**src/rtl/mem_read_arbiter.sv**
```systemverilog
// mem_read_arbiter: round-robin sharing of one line-wide memory read port
// between NrPorts cache requesters. One outstanding read at a time; the
// response is dropped if the owner withdrew or moved to another line.
module mem_read_arbiter #(
  parameter int unsigned NrPorts        = 2,
  parameter int unsigned ByteOffsetBits = 4,
  parameter int unsigned LineSize       = 128,
  localparam int unsigned OwnerW        = (NrPorts > 1) ? $clog2(NrPorts) : 1
) (
  input  logic                     clk_i,
  input  logic                     rstn_i,
  input  logic [NrPorts-1:0]       req_read_en_i,
  input  logic [NrPorts-1:0][31:0] req_addr_i,
  output logic [NrPorts-1:0]       req_read_valid_o,
  output logic [LineSize-1:0]      req_read_data_o,
  output logic [31:0]              mem_addr_o,
  output logic                     mem_read_en_o,
  input  logic                     mem_read_valid_i,
  input  logic [LineSize-1:0]      mem_read_data_i,
  output logic                     busy_o,
  output logic [OwnerW-1:0]        owner_o
);

  localparam int unsigned LineW = 32 - ByteOffsetBits;

  localparam logic [0:0] StIdle = 1'b0;
  localparam logic [0:0] StBusy = 1'b1;

  logic [0:0]        state_q;
  logic [OwnerW-1:0] rr_ptr_q;
  logic [OwnerW-1:0] owner_q;
  logic [LineW-1:0]  line_q;
  logic              abort_q;

  logic              any_req;
  logic [OwnerW-1:0] winner;
  logic [OwnerW-1:0] idx;
  logic              owner_match;
  logic [OwnerW-1:0] rr_next;

  // Round-robin search: first requesting port at or above rr_ptr, wrapping.
  always_comb begin
    any_req = 1'b0;
    winner  = '0;
    idx     = '0;
    for (int unsigned i = 0; i < NrPorts; i++) begin
      idx = OwnerW'((32'(rr_ptr_q) + i) % NrPorts);
      if (!any_req && req_read_en_i[idx]) begin
        any_req = 1'b1;
        winner  = idx;
      end
    end
  end

  // Owner still wants the latched line this cycle.
  always_comb begin
    owner_match = req_read_en_i[owner_q] &&
                  (req_addr_i[owner_q][31:ByteOffsetBits] == line_q);
    rr_next     = (owner_q == OwnerW'(NrPorts - 1)) ? '0 : owner_q + 1'b1;
  end

  // FSM, pointer, owner/line latch and sticky abort flag.
  always_ff @(posedge clk_i or negedge rstn_i) begin
    if (!rstn_i) begin
      state_q  <= StIdle;
      rr_ptr_q <= '0;
      owner_q  <= '0;
      line_q   <= '0;
      abort_q  <= 1'b0;
    end else if (state_q == StIdle) begin
      // A strobe seen in IDLE is stale and deliberately ignored here.
      if (any_req) begin
        state_q <= StBusy;
        owner_q <= winner;
        line_q  <= req_addr_i[winner][31:ByteOffsetBits];
        abort_q <= 1'b0;
      end
    end else begin
      if (mem_read_valid_i) begin
        state_q  <= StIdle;
        rr_ptr_q <= rr_next;
      end else if (!owner_match) begin
        abort_q <= 1'b1;
      end
    end
  end

  // Memory request, completion pulse and response routing.
  always_comb begin
    mem_read_en_o    = 1'b0;
    mem_addr_o       = '0;
    req_read_valid_o = '0;
    req_read_data_o  = '0;
    if (state_q == StBusy) begin
      mem_read_en_o = 1'b1;
      mem_addr_o    = {line_q, {ByteOffsetBits{1'b0}}};
      if (mem_read_valid_i && !abort_q && owner_match) begin
        req_read_valid_o[owner_q] = 1'b1;
        req_read_data_o           = mem_read_data_i;
      end
    end else if (any_req) begin
      mem_read_en_o = 1'b1;
      mem_addr_o    = {req_addr_i[winner][31:ByteOffsetBits], {ByteOffsetBits{1'b0}}};
    end
  end

  assign busy_o  = (state_q == StBusy);
  assign owner_o = owner_q;

endmodule

```
**config.mk**
```make
export PLATFORM = sky130hd
export DESIGN_NAME = mem_read_arbiter
export DESIGN_NICKNAME = d
export VERILOG_FILES = /design/src/rtl/mem_read_arbiter.sv
export SDC_FILE = /design/constraint.sdc
export NUM_CORES = 1
export LEC_CHECK = 0
export BUFFER_PORTS_ARGS = -buffer_cell sky130_fd_sc_hd__buf_2
export CAP_MARGIN = 20
export CORE_AREA = 2 2 140 142
export CTS_BUF_LIST = sky130_fd_sc_hd__clkbuf_4
export CTS_CLUSTER_SIZE = 24
export DETAILED_ROUTE_END_ITERATION = 10
export DIE_AREA = 0 0 142 144
export PLACE_DENSITY = 0.6
export SLEW_MARGIN = 10
export SYNTH_ARGS = -nofsm -noshare
export SYNTH_HDL_FRONTEND = slang
export SYNTH_SLANG_ARGS = --single-unit
```
**constraint.sdc**
```tcl
create_clock -name clk_i -period 3.4 [get_ports clk_i]
set_clock_uncertainty 0.15 [all_clocks]
set_input_delay 0.17 -clock clk_i [delete_from_list [all_inputs] [get_ports clk_i]]
set_output_delay 0.17 -clock clk_i [all_outputs]
set_load 0.02 [all_outputs]
```
After elaboration in Yosys (flattened, before gate mapping)

Index checks and enable logic that the tools add are counted.
W data, S select, Z words.

Add/sub/neg operators: 2
$lt $le $gt $ge: 5
Eq/ne operators: 3
Mux-type cells: 31
Bitwise gates (word level): 1
Reduce and logical (&&, ||, !) cells: 11

Operator list:

| operator              | number |
|---|---|
| $mux W128             | 2 |
| $mux W32              | 6 |
| $eq A28 B28 Y1        | 1 |
| $mux W1               | 20 |
| $lt A1 B2 Y1 const B  | 4 |
| $logic_and A1 B1 Y1   | 5 |
| $mux W2               | 2 |
| $ne A2 B2 Y1 const B  | 2 |
| $reduce_and A2 Y1     | 2 |
| $reduce_and A3 Y1     | 1 |
| $add A1 B1 Y1 const B | 2 |
| $logic_not A1 Y1      | 2 |
| $reduce_bool A2 Y1    | 1 |
| $demux W1 S1          | 1 |
| $ge A1 B1 Y1 const B  | 1 |
| $not A1 Y1            | 1 |

Bits in registers: 32
Word-level logic and storage cells: 58

Logic depth before layout (Yosys ltp)

Gate-level depths: netlist (run 1).

Depth after elaboration: 10
Depth in mapped cells: 10

Worst setup path after synthesis (run 1)

No wires, ideal clock.

Kind: register to output
Start: register owner_q (netlist: owner_o)
End: output port req_read_data_o[37]
Data arrival time: 2.728 ns
Setup slack: 0.352 ns
Stages on the path, launching flop included: 10
Path buffers: 4
Cells stage by stage: dfrtp_1 -> buf_6 -> buf_6 -> mux2i_1 -> xor2_1 -> nand4_1 -> or4_1 -> buf_2 -> buf_2 -> nor4_1

Cells in the longest elaborated chain, start to end: 7

Ends and longest elaborated chain:

| element                                      | line | source |
|---|---|---|
| start: declaration                           | 31   | `logic [OwnerW-1:0] owner_q;` |
| start signal: assignment                     | 74   | `owner_q <= winner;` |
| $mux W32 (not written as such) (2 in series) | 58   | `(req_addr_i[owner_q][31:ByteOffsetBits] == line_q);` |
| $eq A28 B28 Y1                               | 58   |  |
| $logic_and A1 B1 Y1 (*)                      | 57   | `owner_match = req_read_en_i[owner_q] &&` |
| $logic_and A1 B1 Y1 (*)                      | 97   | `if (mem_read_valid_i && !abort_q && owner_match) begin` |
| $mux W128 (*)                                | 97   |  |
| $mux W128 (*)                                | 94   | `if (state_q == StBusy) begin` |
| end: declaration                             | 15   | `output logic [LineSize-1:0] req_read_data_o,` |

Mark *: on every way between the ends. The rest lies on a longest branch, timed or not. The select of a mux whose other input is x is not followed.

Worst setup path after layout (run 1)

Start: register owner_q (netlist: owner_o)
End: output port req_read_data_o[42]

Same word-level chain as after synthesis.

==> impl_metrics.json, run 1 <==
{
  "status": "finished, final reports clean",
  "rr_startpoint": "owner_o",
  "postLayoutCellArea_mm2": 0.006967,
  "design_power_total_uw": 1908,
  "start_point_of_the_worst_min_delay_path": "req_addr_i[58]",
  "layout.cells.non_filler": 1120,
  "yosys.cell_types.count": 29,
  "number_of_sinks_driven_by_the_clock_tree": 32,
  "grt_antenna_before_repair": 3,
  "detailedPlace.worstSlack_ns": 0.2762,
  "ys_seq_area_share_pct": 17.33,
  "synth-warning-count": 0,
  "fin_crit_sh_pct": 97.70,
  "grt_pass1_wl_mm": 24.04,
  "share_comb_of_total_power_pct": 55.0,
  "layout-drive-gt1-share_pct": 57.50,
  "final_nets": 1076,
  "post_synth_fa_ha_maj_area_fraction_pct": 0,
  "synth_seq_cells": 32,
  "synth-simple-area-share_pct": 35.54,
  "placed_cell_area_mm2": 0.006523,
  "clk_transition_reported_paths_ns": 0.12,
  "synth_top_family_by_area": "simple AND/OR/NAND/NOR gates",
  "clk_path_buf_depth": 2,
  "wl_mm": 17.86,
  "number_of_instances_in_the_synthesized_netlist": 550,
  "timing.final.max_slew_violations": 0,
  "design.core.area_mm2": 0.01908,
  "rsz0062_at_grt": "yes",
  "report.final.hold_viol_count": 0,
  "post-route-worst-setup-slack_ns": 0.07816,
  "cp_cell_sequence": "buf_12, mux2i_2, xor2_1, nand4_1, or4_4, buf_12, buf_4, nor4_2, buf_4",
  "share_clk_of_total_power_pct": 16.1,
  "fp-row-count": 51,
  "crit_type": "reg -> out",
  "type_of_destination_of_the_critical_path": "output pin",
  "critical_path.top_delay_family": "simple AND/OR/NAND/NOR gates",
  "die_x_um": 142,
  "wire_per_inst_um": 15.94,
  "worst-endpoint-required_ns": 3.08,
  "sw_frac_of_total_pct": 43.07,
  "max_slew.worst_pin.slew_ns": 0.9213,
  "dominantRegCellSynth": "sky130_fd_sc_hd__dfrtp_1",
  "worst-endpoint-arrival_ns": 3.00,
  "cts_inserted_buffers": 5,
  "grt_overflow": 0,
  "numPlacedInstances": 1094,
  "post_synth_xor_area_fraction_pct": 5.495,
  "critical_path.startpoint_type": "register",
  "worst_slew_margin_rel_pct": 38.58,
  "drt-pass1-iter-count": 5,
  "finalSetupViolCount": 0,
  "initial_utilization_pct": 24.22,
  "cts_tree": "built",
  "switching_power_uw": 821.7,
  "drv.max_cap_violation_count": 0,
  "fillerInstances": 2031,
  "synth.mux.area_fraction_pct": 11.91,
  "clock-root-buffer": "sky130_fd_sc_hd__clkbuf_4",
  "buf_inv_stages_crit_path": 4,
  "postSynth.asyncResetShare_pct": 100.0,
  "power_density_mw_per_mm2": 273.9,
  "critical-path-max-stage-delay_ns": 0.58,
  "clock_latency_ns": 0.34,
  "critical_path_peak_fanout": 15,
  "half_perimeter_wire_length_after_detailed_placement_mm": 12.86,
  "setup_tns_ns": 0,
  "timing.fmax_mhz": 301.0,
  "area_delta_synth_final_pct": 50.73,
  "complex_gate_fraction_of_the_synthesized_area_pct": 10.31,
  "final_period_minus_worst_setup_slack_ns": 3.322,
  "ant_nets": 0,
  "vias": 5172,
  "place.port_buffers": 349,
  "worst_ir_drop_vdd_v": 0.0002675,
  "drt_drc_violations_left": 0,
  "netlist_area_mm2": 0.004622,
  "globalRouteTotalUtil_pct": 14.59,
  "die-area_mm2": 0.02045,
  "ios": 362,
  "critical_path_cell_with_the_highest_stage_delay": "sky130_fd_sc_hd__or4_4",
  "internal-power_uw": 1086,
  "synthesis.area_per_instance_um2": 8.404,
  "layout.cells.most_common_list": "302 x sky130_fd_sc_hd__buf_2, 130 x sky130_fd_sc_hd__inv_1, 108 x sky130_fd_sc_hd__nor4_2",
  "pin_count_of_the_biggest_net_entering_global_routing": 131,
  "power.static_leakage_uw": 0.003930,
  "die_span_y_um": 144,
  "gp_congestion": 0.7741,
  "post_synth_edffs": 0,
  "setup.worst_path.start": "owner_o",
  "dr.first_iter.drc_count": 188,
  "most_common_library_cell_in_the_layout_ignoring_fill_and_taps": "sky130_fd_sc_hd__buf_2",
  "hold_path_class": "in -> reg",
  "number_of_global_route_vias_before_repair": 4497,
  "post_dr_vias_cell": 4.618,
  "cts_htree_levels": 2,
  "power.sequential.fraction_pct": 28.8
}
==> layout make-up <==
type,count,area (µm²),share of cell area [%]
Clock inverter,2,35.03,0.5029
Tap cell,238,297.8,4.274
Multi-Input combinational cell,328,3083,44.25
Antenna cell,2,5.005,0.07184
Timing Repair Buffer,382,2211,31.73
Sequential cell,32,802.0,11.51
Clock buffer,6,45.04,0.6466
Inverter,130,488.0,7.004
==> worst min-delay path, cell delays in order <==
cell and delay [ns]:
sky130_fd_sc_hd__buf_2 0.09, sky130_fd_sc_hd__mux2i_1 0.05, sky130_fd_sc_hd__nor2_1 0.13, sky130_fd_sc_hd__a21o_1 0.10
==> cell families after synthesis <==
family                 count (synthesis)
multiplexers                          55
XOR/XNOR                              29
buffers and inverters                194
AO/OA/AOI/OAI                         64
AND/OR/NAND/NOR                      175
other                                  1
flip-flops                            32
==> power by group through the flow <==
stage	sequential, µW	combinational [µW]	clock [µW]
floorplan	543	673	0
CTS	549	1010	315
global route	565	1150	332
finish	550	1050	308
global placement	554	996	0
detailed placement	556	1010	0
==> cells in the mapped netlist, types with 2 or more instances <==
cell type	number	area [µm²]
sky130_fd_sc_hd__a21o_1	56	420.4
sky130_fd_sc_hd__buf_1	3	11.26
sky130_fd_sc_hd__buf_2	6	30.03
sky130_fd_sc_hd__buf_4	14	105.1
sky130_fd_sc_hd__buf_6	14	157.7
sky130_fd_sc_hd__clkbuf_1	27	101.4
sky130_fd_sc_hd__dfrtp_1	32	800.8
sky130_fd_sc_hd__inv_1	130	488.0
sky130_fd_sc_hd__mux2i_1	55	550.5
sky130_fd_sc_hd__nand2_1	2	7.510
sky130_fd_sc_hd__nand4_1	4	25.02
sky130_fd_sc_hd__nor2_1	28	105.1
sky130_fd_sc_hd__nor4_1	37	231.5
sky130_fd_sc_hd__nor4_2	99	1239
sky130_fd_sc_hd__o21ai_1	2	10.01
sky130_fd_sc_hd__xnor2_1	12	105.1
sky130_fd_sc_hd__xor2_1	17	148.9
==> sequential cells by signal (all words and copies together) (netlist names) <==
name	count
owner_o	1
abort_q	1
rr_ptr_q	1
busy_o	1
line_q	28
==> final timing paths <==
path / depth (start not counted) / slack, ns / endpoint
min in group asynchronous: 2 / 0.28 / line_q[26]
max reg2reg: 8 / 0.75 / abort_q
max: 9 / 0.08 / req_read_data_o[42]
min: 4 / 0.05 / line_q[22]
max in group asynchronous: 2 / 2.28 / owner_o
min reg2reg: 1 / 0.38 / line_q[18]
==> per-layer routing <==
metal	global-route usage, %	vias to the layer above	wire length [µm]
li1	-	2551	-
met1	17.78	2409	7423
met2	26.85	201	9183
met3	3.212	9	1114
met4	2.105	2	118
met5	0	-	18
==> metrics by stage <==
stage | util (%) | hold WS, ns
detailed placement | 34.19 | 0.1472
floorplan | - | -0.2756
CTS | 35.29 | 0.04843
finish | 36.51 | 0.05319
global route | 36.49 | 0.07975
global placement | 34.19 | 0.1494
==> timing repair <==
item / CTS / global route
cloned: 0 / 1
resized for setup: 41 / 22
pin swaps: 1 / 6
buffers inserted: 0 / 13
hold buffers: 2 / 0
endpoints found under the setup margin: 107 / 116
hold endpoints to repair: 34 / 0
Power figures use the tool's default switching activity.
==> inputs of run 2 (changes only) <==
BUFFER_PORTS_ARGS = not set   (was -buffer_cell sky130_fd_sc_hd__buf_2)
CORE_AREA = 2 2 139 141   (was 2 2 140 142)
DIE_AREA = 0 0 141 143   (was 0 0 142 144)
DONT_BUFFER_PORTS = 1   (was not set)
PLACE_DENSITY = 0.44   (was 0.6)
==> run 2 against run 1 <==
Non-clock buffer count down 159. Final area up 2.9%. Sequential cell count unchanged. Power down 5.0%. Cell count down 15%. Utilization up 2.1 points. First-iteration DRC count down 31%. Largest cell class unchanged. Sequential share of layout area down 0.32 points. Sequential power up 3%. Largest power group unchanged. Worst setup slack worse by 0.062 ns. Combinational power down 5%.
==> impl_metrics.json, run 2 (synthesis gave the netlist of run 1 again) <==
{
  "finalSetupViolCount": 0,
  "seq_area_um2": 802.0,
  "die_x_um": 141,
  "global_route.peak_usage_layer": "met2",
  "design.core.area_mm2": 0.01858,
  "vias": 4910,
  "grt_antenna_before_repair": 0,
  "worst_slew_margin_rel_pct": 60.90,
  "min_delay_path_depth": 2,
  "critical_path_peak_fanout": 15,
  "power_density_mw_per_mm2": 253.0,
  "die_span_y_um": 143,
  "number_of_sinks_driven_by_the_clock_tree": 32,
  "rr_startpoint": "owner_o",
  "clock-root-buffer": "sky130_fd_sc_hd__clkbuf_4",
  "ant_nets": 0,
  "clock_latency_ns": 0.35,
  "antenna-diode-count": 0,
  "post_dr_vias_cell": 5.147,
  "critical_path.startpoint_type": "register",
  "status": "finished, final reports clean",
  "rsz0062_at_grt": "yes",
  "cts_htree_levels": 2,
  "number_of_global_route_vias_before_repair": 4639,
  "layout-drive-gt1-share_pct": 42.92,
  "ios": 362,
  "report.final.hold_viol_count": 0,
  "fin_crit_sh_pct": 99.52,
  "gp_congestion": 0.8380,
  "worst_ir_drop_vdd_v": 0.0003200,
  "final_period_minus_worst_setup_slack_ns": 3.384,
  "fp-row-count": 50,
  "met3_usage_pct": 4.460,
  "drt-pass1-iter-count": 5,
  "clk_path_buf_depth": 2,
  "r2r.worst_path.cells": 8,
  "power.static_leakage_uw": 0.003594,
  "met2_routing_resource_usage_after_global_routing_pct": 31.84,
  "worst-endpoint-required_ns": 3.08,
  "die-area_mm2": 0.02016,
  "clk_transition_reported_paths_ns": 0.11,
  "register_containing_the_most_flip_flops_in_the_final_layout": "line_q",
  "design_power_total_uw": 1813,
  "crit_type": "reg -> out",
  "r2r_slack_ns": 0.70,
  "timing.final.max_slew_violations": 0,
  "largest_reg_flops": 28,
  "timing.fmax_mhz": 295.5,
  "cts_inserted_buffers": 5,
  "fillerInstances": 1823,
  "layout.cells.most_common_list": "146 x sky130_fd_sc_hd__buf_4, 130 x sky130_fd_sc_hd__inv_1, 91 x sky130_fd_sc_hd__nor4_2",
  "half_perimeter_wire_length_after_detailed_placement_mm": 13.74,
  "type_of_destination_of_the_critical_path": "output pin",
  "initial_utilization_pct": 24.88,
  "met1_capacity_usage_during_global_routing_pct": 18.63,
  "area_delta_synth_final_pct": 55.06,
  "grt_overflow": 0,
  "drt_drc_violations_left": 0,
  "wl_mm": 20.28,
  "dr.first_iter.drc_count": 130,
  "hold_path_class": "in -> reg",
  "drv.max_cap_violation_count": 0,
  "pin_count_of_the_biggest_net_entering_global_routing": 67,
  "final_nets": 916,
  "globalRouteTotalUtil_pct": 16.86,
  "wire_per_inst_um": 21.26,
  "crit-reg2reg-capture": "abort_q",
  "hold-path-endpoint": "abort_q",
  "max_slew.worst_pin.slew_ns": 0.5865,
  "grt_pass1_wl_mm": 26.88,
  "worst-endpoint-arrival_ns": 3.06,
  "most_common_library_cell_in_the_layout_ignoring_fill_and_taps": "sky130_fd_sc_hd__buf_4",
  "place.port_buffers": 0,
  "cts_tree": "built",
  "start_point_of_the_worst_min_delay_path": "req_read_en_i[1]",
  "final.hold.worst_slack_ns": 0.04168,
  "area_of_the_multi_input_gates_mm2": 0.003502
}
[run 2: metal layers]
layer  wire [µm]  vias to the layer above
met5           0                        -
met4         363                        0
met3        1372                       24
met2       10960                      223
met1        7587                     2446
li1            -                     2217
[run 2: worst max path at each step]
stage               startpoint                  end  slack, ns  cells past startpoint
floorplan              owner_o  req_read_data_o[37]       0.35                      9
global placement       owner_o  req_read_data_o[77]       0.43                      8
detailed placement     owner_o  req_read_data_o[85]       0.38                      9
CTS                    owner_o  req_read_data_o[85]      0.009                      9
global route           owner_o  req_read_data_o[35]      -0.10                      9
finish                 owner_o  req_read_data_o[17]       0.02                      9
[run 2: cell type report]
cell class / count / area share, %
clock buffers: 7 / 0.7332
flip-flops and latches: 32 / 11.19
multi-input cells: 327 / 48.87
clock inverters: 1 / 0.05237
repair buffers: 223 / 28.26
well taps: 234 / 4.085
inverters: 130 / 6.809
[run 2: power breakdown]
part	internal [µW]	leakage, µW	switching, µW
clock	95.5	0.0000338	149
combinational	418	0.00317	586
sequential	467	0.000389	98.3
total	980	0.00359	833
[run 2: what timing repair did]
item | in CTS | in global routing
gates cloned | 0 | 6
endpoints found under the hold margin | 63 | 0
setup endpoints to repair | 11 | 129
hold buffers | 60 | 0
resized for setup | 0 | 77
pin swaps | 0 | 3
setup buffers | 2 | 5
[run 2: worst max-delay path: stages (launching register included)]
cell	delay, ns
sky130_fd_sc_hd__dfrtp_2	0.50
sky130_fd_sc_hd__buf_4	0.16
sky130_fd_sc_hd__mux2i_1	0.20
sky130_fd_sc_hd__xor2_1	0.29
sky130_fd_sc_hd__nand4_1	0.17
sky130_fd_sc_hd__or4_4	0.55
sky130_fd_sc_hd__buf_16	0.20
sky130_fd_sc_hd__buf_4	0.17
sky130_fd_sc_hd__nor4_1	0.27
sky130_fd_sc_hd__buf_4	0.20
[run 2: stage by stage]
step | instance area (µm²) | util (%) | worst slack [ns] | cells | setup TNS (ns)
final | 7167 | 38.57 | 0.01619 | 954 | 0
after global routing | 7167 | 38.57 | -0.1042 | 954 | -2.074
after CTS | 6469 | 34.81 | 0.009079 | 943 | 0
after detailed placement | 5787 | 31.14 | 0.3789 | 873 | 0
after global placement | 5787 | 31.14 | 0.4284 | 873 | 0
after floorplan | 4633 | - | 0.3525 | 553 | 0
==> inputs of run 3 (changes only) <==
CELL_PAD_IN_SITES_DETAIL_PLACEMENT = 0   (was not set)
CELL_PAD_IN_SITES_GLOBAL_PLACEMENT = 1   (was not set)
CORE_AREA = 2 2 141 143   (was 2 2 139 141)
DIE_AREA = 0 0 143 145   (was 0 0 141 143)
PLACE_DENSITY = 0.56   (was 0.44)
==> run 3 against run 2 <==
Sequential share of layout area increased by 0.50 points. Largest power group unchanged. First-iteration DRC count increased by 26%. Combinational power about the same. Count of clock-buffer cells in the layout unchanged. Critical path type unchanged. Critical path depth unchanged.
==> impl_metrics.json, run 3 (synthesis gave the netlist of run 1 again) <==
{
  "ant_nets": 0,
  "type_of_destination_of_the_critical_path": "output pin",
  "power.static_leakage_uw": 0.003349,
  "final_nets": 909,
  "drt_drc_violations_left": 0,
  "number_of_global_route_vias_before_repair": 4866,
  "layout.cells.non_filler": 978,
  "finalSetupViolCount": 0,
  "r2r.worst_path.cells": 8,
  "grt_antenna_before_repair": 0,
  "final_period_minus_worst_setup_slack_ns": 3.377,
  "fp-row-count": 51,
  "max_slew.worst_pin.slew_ns": 0.7629,
  "die_x_um": 143,
  "critical-path-max-stage-delay_ns": 0.55,
  "pin_count_of_the_biggest_net_entering_global_routing": 85,
  "dr.first_iter.drc_count": 164,
  "drt-pass1-iter-count": 4,
  "clk_path_buf_depth": 2,
  "globalRouteTotalUtil_pct": 16.65,
  "number_of_sinks_driven_by_the_clock_tree": 32,
  "timing.final.max_slew_violations": 0,
  "detailedPlace.worstSlack_ns": 0.3893,
  "half_perimeter_wire_length_after_detailed_placement_mm": 13.05,
  "grt_pass1_wl_mm": 27.46,
  "fillerInstances": 1941,
  "clock_latency_ns": 0.35,
  "die-area_mm2": 0.02074,
  "cp_cell_sequence": "buf_12, mux2i_2, xor2_1, nand4_1, or4_4, buf_12, clkbuf_16, nor4_1, buf_4",
  "clock-root-buffer": "sky130_fd_sc_hd__clkbuf_4",
  "antenna-diode-count": 0,
  "hold_path_class": "in -> async",
  "clk_transition_reported_paths_ns": 0.10,
  "initial_utilization_pct": 24.06,
  "largest_reg_flops": 28,
  "area_delta_synth_final_pct": 48.48,
  "cts_inserted_buffers": 5,
  "layout.cells.most_common_list": "138 x sky130_fd_sc_hd__buf_4, 130 x sky130_fd_sc_hd__inv_1, 114 x sky130_fd_sc_hd__nor4_2",
  "ios": 362,
  "drv.max_cap_violation_count": 0,
  "report.final.hold_viol_count": 0,
  "place.port_buffers": 0,
  "critical_path_cell_with_the_highest_stage_delay": "sky130_fd_sc_hd__or4_4",
  "crit_top_cell": "sky130_fd_sc_hd__buf_12",
  "grt_overflow": 0,
  "most_common_library_cell_in_the_layout_ignoring_fill_and_taps": "sky130_fd_sc_hd__buf_4",
  "gp_congestion": 0.7964,
  "critical_path_peak_fanout": 14,
  "post-route-worst-setup-slack_ns": 0.02280,
  "critical_path.startpoint_type": "register",
  "worst-endpoint-arrival_ns": 3.06,
  "crit_type": "reg -> out",
  "timing.fmax_mhz": 296.1,
  "worst_slew_margin_rel_pct": 49.14,
  "cts_htree_levels": 2,
  "fin_crit_sh_pct": 99.33,
  "worst_ir_drop_vdd_v": 0.0002778,
  "register_containing_the_most_flip_flops_in_the_final_layout": "line_q",
  "vias": 4853,
  "cts_tree": "built",
  "design.core.area_mm2": 0.01921,
  "r2r_slack_ns": 0.74,
  "layout-drive-gt1-share_pct": 40.53,
  "power_density_mw_per_mm2": 259.4,
  "status": "finished, final reports clean",
  "worst-endpoint-required_ns": 3.08,
  "wire_per_inst_um": 20.36,
  "numPlacedInstances": 897,
  "die_span_y_um": 145,
  "post_dr_vias_cell": 4.962,
  "wl_mm": 19.91
}
[run 3: routing by layer]
metal  part of all wire, %  wire, µm  vias up  track usage (%)
met5                     0         0        -                0
met4                   1.5       304        0            3.762
met3                   8.0      1584       19            3.828
met2                    53     10500      247            31.60
met1                    38      7526     2385            18.49
li1                      -         -     2202                -
[run 3: critical path, delay by kind of cell (launching register included)]
| family | cells | cell delay (ns) |
|---|---|---|
| AND/OR/NAND/NOR | 3 | 1.00 |
| buffers and inverters | 4 | 0.77 |
| flip-flops | 1 | 0.46 |
| multiplexers | 1 | 0.24 |
| XOR/XNOR | 1 | 0.23 |
[run 3: what timing repair did]
item / CTS / global route
hold buffers: 61 / 0
gates cloned: 2 / 6
gates resized for setup: 4 / 28
hold endpoints to repair: 63 / 0
pin swaps: 2 / 4
endpoints found under the setup margin: 15 / 97
setup buffers: 1 / 3
[run 3: where the power goes]
| part | total (µW) | internal (µW) | switching (µW) |
|---|---|---|---|
| Combinational | 987 | 415 | 572 |
| Sequential | 558 | 467 | 91.5 |
| Clock | 235 | 95.4 | 140 |
[run 3: worst paths after layout]
path | from | endpoint
worst max-delay path | owner_o | req_read_data_o[24]
worst min-delay path | rstn_i | line_q[15]
worst max register to register | owner_o | abort_q
worst min register to register | line_q[10] | line_q[10]
max in group asynchronous | rstn_i | line_q[10]
min in group clk_i | req_read_en_i[0] | busy_o
[run 3: per-stage QoR]
stage | hold slack [ns] | TNS [ns] | area (µm²) | total power [µW] | utilization [%]
after floorplan | -0.2756 | 0 | 4633 | 1216 | -
after global placement | -0.2746 | 0 | 5748 | 1368 | 29.93
after detailed placement | -0.2746 | 0 | 5748 | 1387 | 29.93
after CTS | 0.1069 | -0.01605 | 6524 | 1776 | 33.97
after global routing | 0.1200 | -0.3114 | 6863 | 1894 | 35.73
final | 0.1204 | 0 | 6863 | 1780 | 35.73
[run 3: area by class of cell]
class	count	area (µm²)	area share, %
Multi-Input combinational cell	327	3143	45.80
Timing Repair Buffer	216	2042	29.75
Sequential cell	32	802.0	11.69
Inverter	130	488.0	7.110
Tap cell	265	331.6	4.831
Clock buffer	7	52.55	0.7657
Clock inverter	1	3.754	0.05469
